### src/rtl/ps2_host_tx_if.sv
// Bundle of the command handshake, the PS/2 pin levels and the transfer status.
// The slave modport is the transmitter; the master modport is whoever issues
// commands and models the pins.
interface ps2_host_tx_if;
  logic [7:0] tx_data;
  logic       tx_valid;
  logic       tx_ready;
  logic       ps2_clk_in;
  logic       ps2_data_in;
  logic       ps2_clk_low;
  logic       ps2_data_low;
  logic       busy;
  logic       done;
  logic [1:0] status;

  modport slave (
    input  tx_data, tx_valid, ps2_clk_in, ps2_data_in,
    output tx_ready, ps2_clk_low, ps2_data_low, busy, done, status
  );

  modport master (
    output tx_data, tx_valid, ps2_clk_in, ps2_data_in,
    input  tx_ready, ps2_clk_low, ps2_data_low, busy, done, status
  );
endinterface

### src/rtl/ps2_host_tx.sv
// Host-to-device PS/2 command transmitter. Inhibits the bus, issues a
// request-to-send, shifts out d0..d7, odd parity and stop on device clock
// falls, samples the device acknowledge and reports ack / nack / timeout.
module ps2_host_tx #(
  parameter int INHIBIT_CYCLES = 12000,
  parameter int TIMEOUT_CYCLES = 2000000,
  parameter int FILTER_LEN     = 4
) (
  input logic          clk,
  input logic          rst,
  ps2_host_tx_if.slave bus
);

  localparam int IW = $clog2(INHIBIT_CYCLES + 1);
  localparam int TW = $clog2(TIMEOUT_CYCLES + 1);
  localparam int FW = $clog2(FILTER_LEN + 1);

  typedef enum logic [2:0] {
    S_IDLE,
    S_INHIBIT,
    S_START,
    S_SEND,
    S_ACK,
    S_RELEASE
  } state_t;

  // Pin synchronisers (idle level of an open-drain bus is high)
  logic clk_s1_q, clk_s2_q, dat_s1_q, dat_s2_q;

  // Clock glitch filter
  logic          clk_filt_q, clk_filt_d;
  logic [FW-1:0] filt_cnt_q, filt_cnt_d;
  logic          fall;

  // Transfer state
  state_t        state_q, state_d;
  logic [9:0]    shift_q, shift_d;
  logic [3:0]    bit_cnt_q, bit_cnt_d;
  logic [IW-1:0] inh_cnt_q, inh_cnt_d;
  logic [TW-1:0] wdog_q, wdog_d;
  logic          nack_q, nack_d;

  // Registered outputs
  logic       clk_low_q, clk_low_d;
  logic       data_low_q, data_low_d;
  logic       busy_q, busy_d;
  logic       done_q, done_d;
  logic [1:0] status_q, status_d;
  logic       tx_ready_q, tx_ready_d;

  logic timeout;

  // Filtered clock only flips after FILTER_LEN consecutive differing samples;
  // a fall is that flip from 1 to 0.
  always_comb begin
    clk_filt_d = clk_filt_q;
    filt_cnt_d = '0;
    fall       = 1'b0;
    if (clk_s2_q != clk_filt_q) begin
      if (filt_cnt_q == FW'(FILTER_LEN - 1)) begin
        clk_filt_d = clk_s2_q;
        fall       = clk_filt_q;
      end else begin
        filt_cnt_d = filt_cnt_q + 1'b1;
      end
    end
  end

  assign timeout = (wdog_q == TW'(TIMEOUT_CYCLES - 1));

  // Next-state and next-output logic of the transfer sequencer
  always_comb begin
    state_d    = state_q;
    shift_d    = shift_q;
    bit_cnt_d  = bit_cnt_q;
    inh_cnt_d  = inh_cnt_q;
    wdog_d     = wdog_q;
    nack_d     = nack_q;
    clk_low_d  = clk_low_q;
    data_low_d = data_low_q;
    busy_d     = busy_q;
    done_d     = 1'b0;
    status_d   = status_q;
    tx_ready_d = tx_ready_q;

    case (state_q)
      S_IDLE: begin
        if (bus.tx_valid && tx_ready_q) begin
          shift_d    = {1'b1, ~^bus.tx_data, bus.tx_data};
          bit_cnt_d  = '0;
          inh_cnt_d  = '0;
          wdog_d     = '0;
          clk_low_d  = 1'b1;
          data_low_d = 1'b0;
          busy_d     = 1'b1;
          tx_ready_d = 1'b0;
          state_d    = S_INHIBIT;
        end
      end

      S_INHIBIT: begin
        inh_cnt_d = inh_cnt_q + 1'b1;
        // Start bit goes out in the final inhibit cycle
        if (inh_cnt_q == IW'(INHIBIT_CYCLES - 2)) begin
          data_low_d = 1'b1;
        end
        if (inh_cnt_q == IW'(INHIBIT_CYCLES - 1)) begin
          clk_low_d = 1'b0;
          wdog_d    = '0;
          state_d   = S_START;
        end
      end

      default: begin
        if (timeout) begin
          // Timeout has priority over a coincident fall
          clk_low_d  = 1'b0;
          data_low_d = 1'b0;
          done_d     = 1'b1;
          status_d   = 2'b10;
          busy_d     = 1'b0;
          tx_ready_d = 1'b1;
          state_d    = S_IDLE;
        end else begin
          wdog_d = fall ? '0 : wdog_q + 1'b1;
          case (state_q)
            S_START: begin
              if (fall) begin
                data_low_d = ~shift_q[0];
                shift_d    = {1'b1, shift_q[9:1]};
                bit_cnt_d  = 4'd1;
                state_d    = S_SEND;
              end
            end
            S_SEND: begin
              if (fall) begin
                data_low_d = ~shift_q[0];
                shift_d    = {1'b1, shift_q[9:1]};
                bit_cnt_d  = bit_cnt_q + 1'b1;
                // Tenth fall has just put the stop bit on the line
                if (bit_cnt_q == 4'd9) begin
                  state_d = S_ACK;
                end
              end
            end
            S_ACK: begin
              data_low_d = 1'b0;
              if (fall) begin
                nack_d  = dat_s2_q;
                state_d = S_RELEASE;
              end
            end
            S_RELEASE: begin
              if (clk_filt_q && dat_s2_q) begin
                done_d     = 1'b1;
                status_d   = {1'b0, nack_q};
                busy_d     = 1'b0;
                tx_ready_d = 1'b1;
                state_d    = S_IDLE;
              end
            end
            default: begin
              clk_low_d  = 1'b0;
              data_low_d = 1'b0;
              busy_d     = 1'b0;
              tx_ready_d = 1'b1;
              state_d    = S_IDLE;
            end
          endcase
        end
      end
    endcase
  end

  // State, synchronisers, filter and registered outputs
  always_ff @(posedge clk) begin
    if (rst) begin
      clk_s1_q   <= 1'b1;
      clk_s2_q   <= 1'b1;
      dat_s1_q   <= 1'b1;
      dat_s2_q   <= 1'b1;
      clk_filt_q <= 1'b1;
      filt_cnt_q <= '0;
      state_q    <= S_IDLE;
      shift_q    <= '0;
      bit_cnt_q  <= '0;
      inh_cnt_q  <= '0;
      wdog_q     <= '0;
      nack_q     <= 1'b0;
      clk_low_q  <= 1'b0;
      data_low_q <= 1'b0;
      busy_q     <= 1'b0;
      done_q     <= 1'b0;
      status_q   <= 2'b00;
      tx_ready_q <= 1'b1;
    end else begin
      clk_s1_q   <= bus.ps2_clk_in;
      clk_s2_q   <= clk_s1_q;
      dat_s1_q   <= bus.ps2_data_in;
      dat_s2_q   <= dat_s1_q;
      clk_filt_q <= clk_filt_d;
      filt_cnt_q <= filt_cnt_d;
      state_q    <= state_d;
      shift_q    <= shift_d;
      bit_cnt_q  <= bit_cnt_d;
      inh_cnt_q  <= inh_cnt_d;
      wdog_q     <= wdog_d;
      nack_q     <= nack_d;
      clk_low_q  <= clk_low_d;
      data_low_q <= data_low_d;
      busy_q     <= busy_d;
      done_q     <= done_d;
      status_q   <= status_d;
      tx_ready_q <= tx_ready_d;
    end
  end

  assign bus.ps2_clk_low  = clk_low_q;
  assign bus.ps2_data_low = data_low_q;
  assign bus.busy         = busy_q;
  assign bus.done         = done_q;
  assign bus.status       = status_q;
  assign bus.tx_ready     = tx_ready_q;

endmodule

### src/flat_wrapper.sv
// flat-port wrapper written by rule: the top's interface ports become plain ports
module ps2_host_tx_flat 
#(
  parameter int INHIBIT_CYCLES = 12000,
  parameter int TIMEOUT_CYCLES = 2000000,
  parameter int FILTER_LEN     = 4
)
  (clk, rst, bus_tx_data, bus_tx_valid, bus_ps2_clk_in, bus_ps2_data_in, bus_tx_ready, bus_ps2_clk_low, bus_ps2_data_low, bus_busy, bus_done, bus_status);
  ps2_host_tx_if bus_i ();
  input logic clk;
  input logic rst;
  input wire logic [$bits(bus_i.tx_data)-1:0] bus_tx_data;
  input wire logic [$bits(bus_i.tx_valid)-1:0] bus_tx_valid;
  input wire logic [$bits(bus_i.ps2_clk_in)-1:0] bus_ps2_clk_in;
  input wire logic [$bits(bus_i.ps2_data_in)-1:0] bus_ps2_data_in;
  output wire logic [$bits(bus_i.tx_ready)-1:0] bus_tx_ready;
  output wire logic [$bits(bus_i.ps2_clk_low)-1:0] bus_ps2_clk_low;
  output wire logic [$bits(bus_i.ps2_data_low)-1:0] bus_ps2_data_low;
  output wire logic [$bits(bus_i.busy)-1:0] bus_busy;
  output wire logic [$bits(bus_i.done)-1:0] bus_done;
  output wire logic [$bits(bus_i.status)-1:0] bus_status;
  assign bus_i.tx_data = bus_tx_data;
  assign bus_i.tx_valid = bus_tx_valid;
  assign bus_i.ps2_clk_in = bus_ps2_clk_in;
  assign bus_i.ps2_data_in = bus_ps2_data_in;
  assign bus_tx_ready = bus_i.tx_ready;
  assign bus_ps2_clk_low = bus_i.ps2_clk_low;
  assign bus_ps2_data_low = bus_i.ps2_data_low;
  assign bus_busy = bus_i.busy;
  assign bus_done = bus_i.done;
  assign bus_status = bus_i.status;
  ps2_host_tx #(.INHIBIT_CYCLES(INHIBIT_CYCLES), .TIMEOUT_CYCLES(TIMEOUT_CYCLES), .FILTER_LEN(FILTER_LEN)) u_core (.clk(clk), .rst(rst), .bus(bus_i));
endmodule
### config.mk
export PLATFORM = sky130hd
export DESIGN_NAME = ps2_host_tx_flat
export DESIGN_NICKNAME = d
export VERILOG_FILES = /design/src/rtl/ps2_host_tx_if.sv /design/src/rtl/ps2_host_tx.sv /design/src/flat_wrapper.sv
export SDC_FILE = /design/constraint.sdc
export NUM_CORES = 1
export LEC_CHECK = 0
export ABC_AREA = 0
export CORE_UTILIZATION = 42
export DETAILED_ROUTE_END_ITERATION = 12
export GPL_ROUTABILITY_DRIVEN = 0
export PLACE_DENSITY_LB_ADDON = 0.15
export SETUP_SLACK_MARGIN = 0.02
export SLEW_MARGIN = 25
export SYNTH_ARGS = -nofsm -noshare
export SYNTH_HDL_FRONTEND = slang
export SYNTH_SLANG_ARGS = --single-unit
### constraint.sdc
create_clock -name clk -period 3.75 [get_ports clk]
set_input_delay 0.75 -clock clk [delete_from_list [all_inputs] [get_ports clk]]
set_output_delay 0.75 -clock clk [all_outputs]
set_load 0.01 [all_outputs]
After elaboration in Yosys (flattened, before gate mapping):

Cells that the tools add are included.

* bitwise operators: 5
* $add $sub $neg: 4
* reductions and logical operators: 27
* eq/ne operators: 28
* multiplexer cells: 55

Operators by type and width (number)
* $mux W21: 4
* $pmux W21 S2: 1
* $mux W10: 4
* $eq A14 B14 Y1 const B: 2
* $pmux W14 S2: 1
* $ne A5 B1 Y1 const B: 5
* $mux W3: 8
* $add A21 B1 Y21 const B: 1
* $eq A21 B21 Y1 const B: 1
* $pmux W10 S2: 1
* $mux W1: 17
* $mux W4: 4
* $pmux W4 S2: 2
* $add A14 B1 Y14 const B: 1
* $mux W14: 1
* $pmux W1 S2: 7
* $pmux W3 S4: 1
* $reduce_and A4 Y1: 3
* $reduce_bool A2 Y1: 5
* $eq A3 B2 Y1 const B: 3
* $ne A3 B1 Y1 const B: 3
* $reduce_and A3 Y1: 3
* $reduce_or A3 Y1: 3
* $reduce_xnor A8 Y1: 1
* other kinds (25): 37

* logic and storage cells: 137
* register bits after elaboration: 68
* output and inout port bits: 7
* input bits: 13

Logic depth before layout (Yosys ltp):

Gate-level depths: netlist (run 1).

* word-level depth: 7
* depth in mapped cells: 10
* gate-level depth less buffers: 8

Worst setup path after synthesis (run 1):

No wires, ideal clock.

* kind: flip-flop to flip-flop
* start: register u_core.inh_cnt_q[0]
* end: register u_core.wdog_q[19]
* library setup time: 70 ps
* path buffers: 0
* arrival time: 1922 ps
* cell stages (with the launch flop): 8
* required time: 3680 ps
* clock period less this slack: 1991 ps
* slack: 1759 ps
* cells stage by stage: dfxtp_1 -> ha_1 -> nand3_2 -> nor4_4 -> o21a_4 -> nand3_4 -> or4_1 -> a21oi_1

* word-level cells in the longest chain between the ends: 3

RTL lines
* from (decl): line ps2_host_tx.sv:39 `logic [IW-1:0] inh_cnt_q, inh_cnt_d;`
* from (signal assigned): line ps2_host_tx.sv:206 `inh_cnt_q <= inh_cnt_d;`
* $eq A14 B14 Y1: line ps2_host_tx.sv:107 `if (inh_cnt_q == IW'(INHIBIT_CYCLES - 1)) begin`
* $ne A2 B1 Y1 (no line)
* $reduce_and A3 Y1 (no line)
* to (signal assigned): line ps2_host_tx.sv:207 `wdog_q <= wdog_d;`
* to (decl): line ps2_host_tx.sv:40 `logic [TW-1:0] wdog_q, wdog_d;`

No other way between the ends.
A chain may end at the register's enable or synchronous reset.

Worst setup path in the final report (run 1):

* start: register u_core.state_q[0]
* end: register u_core.wdog_q[6]

* word-level cells in the longest chain between the ends: 3
* elaborated cells between the ends (all ways): 7
* classes of those cells: eq/ne (4); mux (1); reduce/logical (2)

RTL lines
* from (decl): line ps2_host_tx.sv:36 `state_t state_q, state_d;`
* from (signal assigned): line ps2_host_tx.sv:203 `state_q <= state_d;`
* $eq A3 B1 Y1 or $logic_not A3 Y1 (tied branches): line ps2_host_tx.sv:86 `case (state_q)`
* $ne A3 B3 Y1 (no line) or $ne A2 B1 Y1 (tied branches)
* $reduce_and A3 Y1 (no line)

Parallel ways exist; a longest one is shown, timed or not.

==> results of run 1 <==
layer usage:
layer / up-vias / global-route usage [%] / share of wire [%]
li1: 1544 / - / -
met1: 1373 / 24.8 / 49
met2: 70 / 28.9 / 44
met3: 15 / 4.84 / 4.8
met4: 0 / 9.10 / 2.0
met5: - / 0 / 0
cell type report:
cell class	instances	area, µm²
multi-input combinational	319	1990
sequential	68	1360
clock inverter	6	111
fill	788	3870
tap	102	128
clock buffer	10	138
timing repair buffer	23	215
inverter	9	33.8
logic make-up (layout without fill, tap and decap cells):
group | count (synthesis) | after routing
AND/OR/NAND/NOR | 190 | 190
AO/OA/AOI/OAI | 89 | 89
flip-flops | 68 | 68
buffers and inverters | 32 | 48
XOR/XNOR | 19 | 19
multiplexers | 13 | 13
adder cells (fa/ha/maj) | 8 | 8
stage by stage:
step | power (mW) | instance area (µm²) | setup slack, ns | cells | hold slack (ns)
2_1_floorplan | 1.35 | 3470 | 1.76 | 419 | 0.389
3_3_place_gp | 1.50 | 3730 | 1.24 | 521 | 0.392
3_5_place_dp | 1.50 | 3730 | 1.15 | 521 | 0.395
4_1_cts | 2.25 | 3980 | 1.13 | 537 | 0.414
5_1_grt | 2.36 | 3980 | 0.872 | 537 | 0.425
6_report | 2.22 | 3980 | 1.14 | 537 | 0.412
flip-flops by register name (all words and copies together) (netlist names), 2 cells and up:
signal / flops
u_core.inh_cnt_q: 14
u_core.state_q: 3
u_core.bit_cnt_q: 4
u_core.filt_cnt_q: 3
u_core.bus.status: 2
u_core.wdog_q: 21
u_core.shift_q: 10
synthesized netlist by cell type (2+ instances only):
| master | instances | area, µm² |
|---|---|---|
| nand4b_1 | 2 | 17.5 |
| o31ai_1 | 3 | 22.5 |
| nand2_1 | 22 | 82.6 |
| dfxtp_1 | 68 | 1360 |
| buf_2 | 10 | 50.1 |
| a211oi_1 | 10 | 75.1 |
| or3_1 | 7 | 43.8 |
| and4b_1 | 2 | 20.0 |
| inv_1 | 9 | 33.8 |
| o21ai_0 | 17 | 85.1 |
| nor2b_1 | 4 | 25.0 |
| nor4_1 | 4 | 25.0 |
| a31oi_1 | 4 | 25.0 |
| o211ai_1 | 3 | 22.5 |
| nand2b_1 | 3 | 18.8 |
| mux2i_1 | 13 | 130 |
| nor2_1 | 60 | 225 |
| a21oi_1 | 25 | 125 |
| clkbuf_1 | 13 | 48.8 |
| nand4_1 | 9 | 56.3 |
| nand3b_1 | 6 | 45.0 |
| nor3_1 | 22 | 110 |
| a211o_1 | 2 | 17.5 |
| a311oi_1 | 6 | 52.6 |
| or2_2 | 9 | 56.3 |
| nand3_1 | 22 | 110 |
| xnor2_1 | 19 | 166 |
| a41oi_1 | 2 | 17.5 |
| ha_1 | 7 | 87.6 |
| a21o_1 | 2 | 15.0 |
| and3_1 | 8 | 50.1 |
power by group:
part,internal [mW],switching [mW]
combinational,0.251,0.367
sequential,0.795,0.0729
clock,0.459,0.280
total,1.51,0.719
worst reg2reg max path, cell delays in order, from the launching register on:
cell,delay (ns)
dfxtp_1,0.55
inv_1,0.16
or3_1,0.65
o21ai_2,0.59
nor3_1,0.19
a41oi_1,0.24
o21ai_0,0.10
final timing paths:
| check | startpoint | end | slack, ns | depth (start not counted) |
|---|---|---|---|---|
| setup / recovery | u_core.state_q[0] | u_core.wdog_q[6] | 1.14 | 6 |
| hold / removal | u_core.clk_s1_q | u_core.clk_s2_q | 0.41 | 1 |
| setup reg to reg | u_core.state_q[0] | u_core.wdog_q[6] | 1.14 | 6 |
| hold reg to reg | u_core.clk_s1_q | u_core.clk_s2_q | 0.41 | 1 |
==> results.toml, run 1 <==
[yosys]
syn_area_um2 = 3470
synth_compound_area_share_pct = 17.0
synth.area.mux_share_pct = 3.75
synth_xor_area_share_pct = 4.79
synth_edf_count = 0
syn_inst = 419
synth-main-ff-cell = "dfxtp_1"
yosys.area_share.simple_pct = 28.7
yosys.cell_types.count = 57
ys_async_sr_fraction_pct = 0
synth_top_family_by_area = "simple AND/OR/NAND/NOR gates"
ys_warn_count = 0
ys_ff_latch = 68
post_synth.cell_area_avg_um2 = 8.29
synthAdderAreaFrac_pct = 2.81
synth_fp_nets = 439
synth-seq-area-share_pct = 39.2

[global_route]
grt_start_max_net_pins = 28
antenna_found_initial = 0
grt-ovfl-total = 0
grt_pass1_wl_mm = 13.1
grt_pass1_vias = 2817
grt_util_all_layers_pct = 19.0

[critical_path]
crit_chain = "inv_1 > or3_1 > o21ai_2 > nor3_1 > a41oi_1 > o21ai_0"
arrival_ns = 2.82
critical-path-max-stage-delay_ns = 0.65
crit_fanout = 18
start_kind = "register"
cp_top_family = "compound AO/OA/AOI/OAI gates"
path_buf_inv = 1
cp-end-kind = "register"
cp.required_ns = 3.96
crit_type = "register to register"
crit_slowest_cell = "or3_1"

[pwr]
ir_drop_mv = 0.346
cellPowerDensity_nw_per_um2 = 559
power_leakage_nw = 1.36

[timing]
min_period_over_period_pct = 69.5
period_minus_slack_ns = 2.61
drv_slew = 0
slew_headroom_pct = 51.3
finalHoldViolations = 0
fin_tns_setup_ns = 0
rsz0062_at_grt = "no"
fmaxAchievable_mhz = 384
fin_worst_skew_ns = 0.00918
worst_pin_slew_ns = 0.728
setup_viol = 0

[die]
core_area_um2 = 7850
ios = 20
die_area_um2 = 8640
start_util_pct = 44.3
die_w_um = 93.0
rows = 32
die_y_um = 93.0

[drt]
drc_errors = 0
first_iter_violations = 192
ant_nets = 0
firstDrtPassIters = 4
vias_per_cell = 5.59
vias = 3002
routed_wl_mm = 7.48
wl_per_cell_um = 13.9

[clock_network]
cts_resized = 0
cts_made_buffers = 9
clockBufferDepth = 2
clock-root-buffer = "clkbuf_8"
cts_tree = "done"
clkLatencyLatePin_ns = 0.35
clock-sinks = 68
ctsHoldBuffers = 0
clkSlewWorstSetupHoldPaths_ns = 0.07
htreeDepth = 3
post_cts_buffers = 0

[placed_design]
port-buffer-count = 19
hpwl_mm = 5.24

[layout]
layout-drive-gt1-share_pct = 8.97
n_antenna_cell = 0
synthToLayoutAreaGrowth_pct = 14.5
layout.cells.most_common = "dfxtp_1"
final_util_pct = 50.7
layout_common_cells = "68 x dfxtp_1, 60 x nor2_1, 25 x a21oi_1"
fin_nets = 450

[flow_run]
drv_cap = 0

[hold_path]
hp-class = "register to register"

[outcome]
outcome = "complete, no violations"
(Power assumes the default switching activity.)
==> run 2: changes to the inputs <==
- clock period: 3.75 -> 2.6 ns (I/O delays scaled with it)
==> results.toml, run 2 (same netlist as run 1, synthesis figures left out) <==
[clock_network]
cts_tree = "done"
post_cts_buffers = 0
cts_resized = 0
clkSlewWorstSetupHoldPaths_ns = 0.08
ctsHoldBuffers = 0
clock-sinks = 68
cts_made_buffers = 9
clock-root-buffer = "clkbuf_8"
clkLatencyLatePin_ns = 0.35
clockBufferDepth = 2
htreeDepth = 3

[critical_path]
ff2ff_setup_slack_ns = 0.40
crit_fanout = 6
crit_chain = "ha_1 > nand3_2 > nor4_4 > o21a_4 > nand3_4 > or4_1 > a21oi_1"
cp-end-kind = "register"
arrival_ns = 2.49
cp.required_ns = 2.88
crit_slowest_cell = "or4_1"
start_kind = "register"
critical-path-max-stage-delay_ns = 0.54
crit_type = "register to register"
path_buf_inv = 0
cp_top_family = "simple AND/OR/NAND/NOR gates"

[die]
ios = 20
rows = 32
start_util_pct = 44.3
die_area_um2 = 8640
core_area_um2 = 7850
die_y_um = 93.0
die_w_um = 93.0

[layout]
fin_nets = 457
synthToLayoutAreaGrowth_pct = 14.5
n_fill_cell = 781
top_regs = "u_core.wdog_q: 21 flops, u_core.inh_cnt_q: 14 flops, u_core.shift_q: 10 flops"
layout-drive-gt1-share_pct = 10.4
top_register = "u_core.wdog_q"
layout.cells.most_common = "dfxtp_1"
largest_reg_flops = 21
layout_common_cells = "68 x dfxtp_1, 60 x nor2_1, 25 x a21oi_1"
design_area_um2 = 3980
n_antenna_cell = 0

[timing]
fmaxAchievable_mhz = 454
slew_headroom_pct = 57.4
rsz0062_at_grt = "no"
fin_tns_setup_ns = 0
drv_slew = 0
min_period_over_period_pct = 84.8
worst_pin_slew_ns = 0.634
setup_viol = 0
fin_worst_skew_ns = 0.00606
fin_hold_ws_ns = 0.411
finalHoldViolations = 0
fin_ws_ns = 0.396
period_minus_slack_ns = 2.20

[drt]
drc_errors = 0
routed_wl_mm = 7.72
vias = 3062
first_iter_violations = 190
vias_per_cell = 5.63
ant_nets = 0
firstDrtPassIters = 4
wl_per_cell_um = 14.2

[pwr]
p_total_mw = 3.07
p_int_mw = 1.99
pwr-share-comb_pct = 31.0
switching_share_pct = 35.4
seq_power_share_pct = 40.3
ir_drop_mv = 0.441
cellPowerDensity_nw_per_um2 = 772
power_leakage_nw = 1.38
p_sw_mw = 1.09
p_clk_share_pct = 28.7

[global_route]
grt-ovfl-total = 0
grt_pass1_vias = 2871
grt_start_max_net_pins = 27
antenna_found_initial = 0
grt_pass1_wl_mm = 13.5
grt_util_all_layers_pct = 19.7

[flow_run]
drv_cap = 0

[placed_design]
port-buffer-count = 19
hpwl_mm = 5.34
place_area_um2 = 3780
pre_cts_ws_ns = 0.303

[outcome]
outcome = "complete, no violations"

[hold_path]
hp-class = "register to register"
==> run 2: path summary, 6_finish.rpt <==
| kind | start | end | cells after the start |
|---|---|---|---|
| worst max-delay path | u_core.inh_cnt_q[0] | u_core.wdog_q[19] | 7 |
| worst min-delay path | u_core.clk_s1_q | u_core.clk_s2_q | 1 |
| worst max register to register | u_core.inh_cnt_q[0] | u_core.wdog_q[19] | 7 |
| worst min register to register | u_core.clk_s1_q | u_core.clk_s2_q | 1 |
==> run 2: layout make-up <==
type	count	area, µm²	share of cell area (%)
inverter	9	33.8	0.849
clock inverter	7	73.8	1.86
timing repair buffer	30	268	6.73
clock buffer	9	124	3.11
tap	102	128	3.21
multi-input combinational	319	1990	50.0
sequential	68	1360	34.2
==> run 2: power by group through the flow <==
stage	Clock [mW]	Sequential (mW)	Combinational, mW
6_report	0.882	1.24	0.953
5_1_grt	0.962	1.25	1.07
4_1_cts	0.916	1.24	0.961
3_5_place_dp	0	1.26	0.956
3_3_place_gp	0	1.25	0.949
2_1_floorplan	0	1.23	0.709
==> run 2: per-layer routing <==
layer | up-vias | wire length (µm) | track usage (%)
met5 | - | 0 | 0
met4 | 0 | 129 | 7.82
met3 | 10 | 316 | 4.43
met2 | 68 | 3570 | 31.7
met1 | 1428 | 3710 | 25.3
li1 | 1556 | - | -
==> run 2: worst reg2reg max path: stages (launching register included) <==
cell and delay (ns):
dfxtp_1 0.42, ha_1 0.23, nand3_2 0.15, nor4_4 0.35
o21a_4 0.20, nand3_4 0.10, or4_1 0.54, a21oi_1 0.15
==> run 2: metrics by stage <==
step | instances | utilization, %
floorplan | 419 | -
global placement | 528 | 48.2
detailed placement | 528 | 48.2
CTS | 544 | 50.7
global route | 544 | 50.7
finish | 544 | 50.7
==> run 3: changes to the inputs <==
- clock period: 2.6 -> 2.04 ns (I/O delays scaled with it)
==> results.toml, run 3 (same netlist as run 1, synthesis figures left out) <==
[drt]
firstDrtPassIters = 5
wl_per_cell_um = 14.4
routed_wl_mm = 8.39
vias_per_cell = 5.53
first_iter_violations = 145
drc_errors = 0
vias = 3221
ant_nets = 0

[die]
rows = 32
die_w_um = 93.0
core_area_um2 = 7850
die_y_um = 93.0
start_util_pct = 44.3
die_area_um2 = 8640
ios = 20

[placed_design]
place_area_um2 = 4080
port-buffer-count = 19
hpwl_mm = 5.78
pre_cts_ws_ns = -0.0384

[hold_path]
hp-class = "primary input to register"
holdPathStages = 2

[timing]
drv_slew = 0
fin_tns_setup_ns = 0
fin_worst_skew_ns = 0.00903
setup_viol = 0
fmaxAchievable_mhz = 497
finalHoldViolations = 0
rsz0062_at_grt = "yes"
period_minus_slack_ns = 2.01
slew_headroom_pct = 72.6
fin_hold_ws_ns = 0.358
min_period_over_period_pct = 98.7
worst_pin_slew_ns = 0.411
fin_ws_ns = 0.0262

[global_route]
grt_start_max_net_pins = 24
grt_pass1_wl_mm = 13.4
grt-ovfl-total = 0
grt_util_all_layers_pct = 19.6
grt_pass1_vias = 2936
antenna_found_initial = 0

[layout]
largest_reg_flops = 21
synthToLayoutAreaGrowth_pct = 28.6
top_regs = "u_core.wdog_q: 21 flops, u_core.inh_cnt_q: 14 flops, u_core.shift_q: 10 flops"
layout.cells.most_common = "dfxtp_1"
layout_common_cells = "65 x dfxtp_1, 58 x nor2_1, 45 x buf_4"
fin_nets = 495
n_fill_cell = 752
layout-drive-gt1-share_pct = 21.3
top_register = "u_core.wdog_q"
design_area_um2 = 4470
n_antenna_cell = 0

[outcome]
outcome = "complete, no violations"

[clock_network]
clock-sinks = 68
cts_made_buffers = 9
clockBufferDepth = 2
clkLatencyLatePin_ns = 0.35
htreeDepth = 3
clock-root-buffer = "clkbuf_8"
clkSlewWorstSetupHoldPaths_ns = 0.08
cts_tree = "done"

[pwr]
seq_power_share_pct = 34.0
power_leakage_nw = 1.64
p_sw_mw = 1.49
ir_drop_mv = 0.576
p_clk_share_pct = 30.8
cellPowerDensity_nw_per_um2 = 1020
p_int_mw = 3.05
pwr-share-comb_pct = 35.2
switching_share_pct = 32.8

[critical_path]
cp.required_ns = 2.32
cp_top_family = "simple AND/OR/NAND/NOR gates"
arrival_ns = 2.29
crit_type = "register to register"
crit_slowest_cell = "dfxtp_1"
cp-end-kind = "register"
ff2ff_setup_slack_ns = 0.03
path_buf_inv = 1
crit_chain = "and4b_1 > nand4_1 > nor2_4 > buf_6 > o21ai_1 > or3_1 > a21oi_1"
r2r.worst_path.cells = 7
start_kind = "register"
critical-path-max-stage-delay_ns = 0.43
cp.depth = 7
crit_fanout = 7

[flow_run]
drv_cap = 0
run 3: repair_timing:
action                     4_1_cts  5_1_grt
pin swaps                        0       10
buffers inserted                 0        1
gates cloned                     0        1
gates resized for setup          2       26
setup endpoints to repair        2       25
hold buffers                     0        0
run 3: final cells by class:
| class | count | area, µm² | share of cell area (%) |
|---|---|---|---|
| multi-input combinational | 319 | 2110 | 47.3 |
| sequential | 68 | 1370 | 30.6 |
| timing repair buffer | 68 | 579 | 13.0 |
| clock buffer | 10 | 138 | 3.08 |
| tap | 102 | 128 | 2.86 |
| clock inverter | 6 | 111 | 2.49 |
| inverter | 9 | 33.8 | 0.756 |
run 3: per-layer routing:
layer	vias up	wire, µm	track usage, %
met2	77	3780	31.1
met4	0	53	7.56
met5	-	0	0
li1	1629	-	-
met1	1511	4120	26.6
met3	4	424	3.12
run 3: power groups by stage:
stage	Sequential, mW	Combinational (mW)	Clock [mW]
after CTS	1.55	1.53	1.41
after global placement	1.57	1.49	0
after global routing	1.56	1.74	1.46
after floorplan	1.57	0.904	0
final	1.55	1.60	1.40
after detailed placement	1.57	1.51	0
run 3: worst reg2reg max path: cells and delay by family, from the launching register on:
| kind | cells | cell delay [ns] |
|---|---|---|
| AND/OR/NAND/NOR | 4 | 1.09 |
| flip-flops | 1 | 0.43 |
| AO/OA/AOI/OAI | 2 | 0.26 |
| buffers and inverters | 1 | 0.16 |
run 3: metrics by stage:
step	total power, mW	std cells	util (%)
floorplan	2.48	419	-
global placement	3.06	564	51.9
detailed placement	3.08	564	51.9
CTS	4.48	580	55.2
global route	4.76	582	56.9
finish	4.55	582	56.9
run 3: final timing paths:
path	from	to
hold / removal	rst	u_core.wdog_q[12]
setup / recovery	u_core.wdog_q[5]	u_core.state_q[0]
hold reg to reg	u_core.clk_s1_q	u_core.clk_s2_q
setup reg to reg	u_core.wdog_q[5]	u_core.state_q[0]
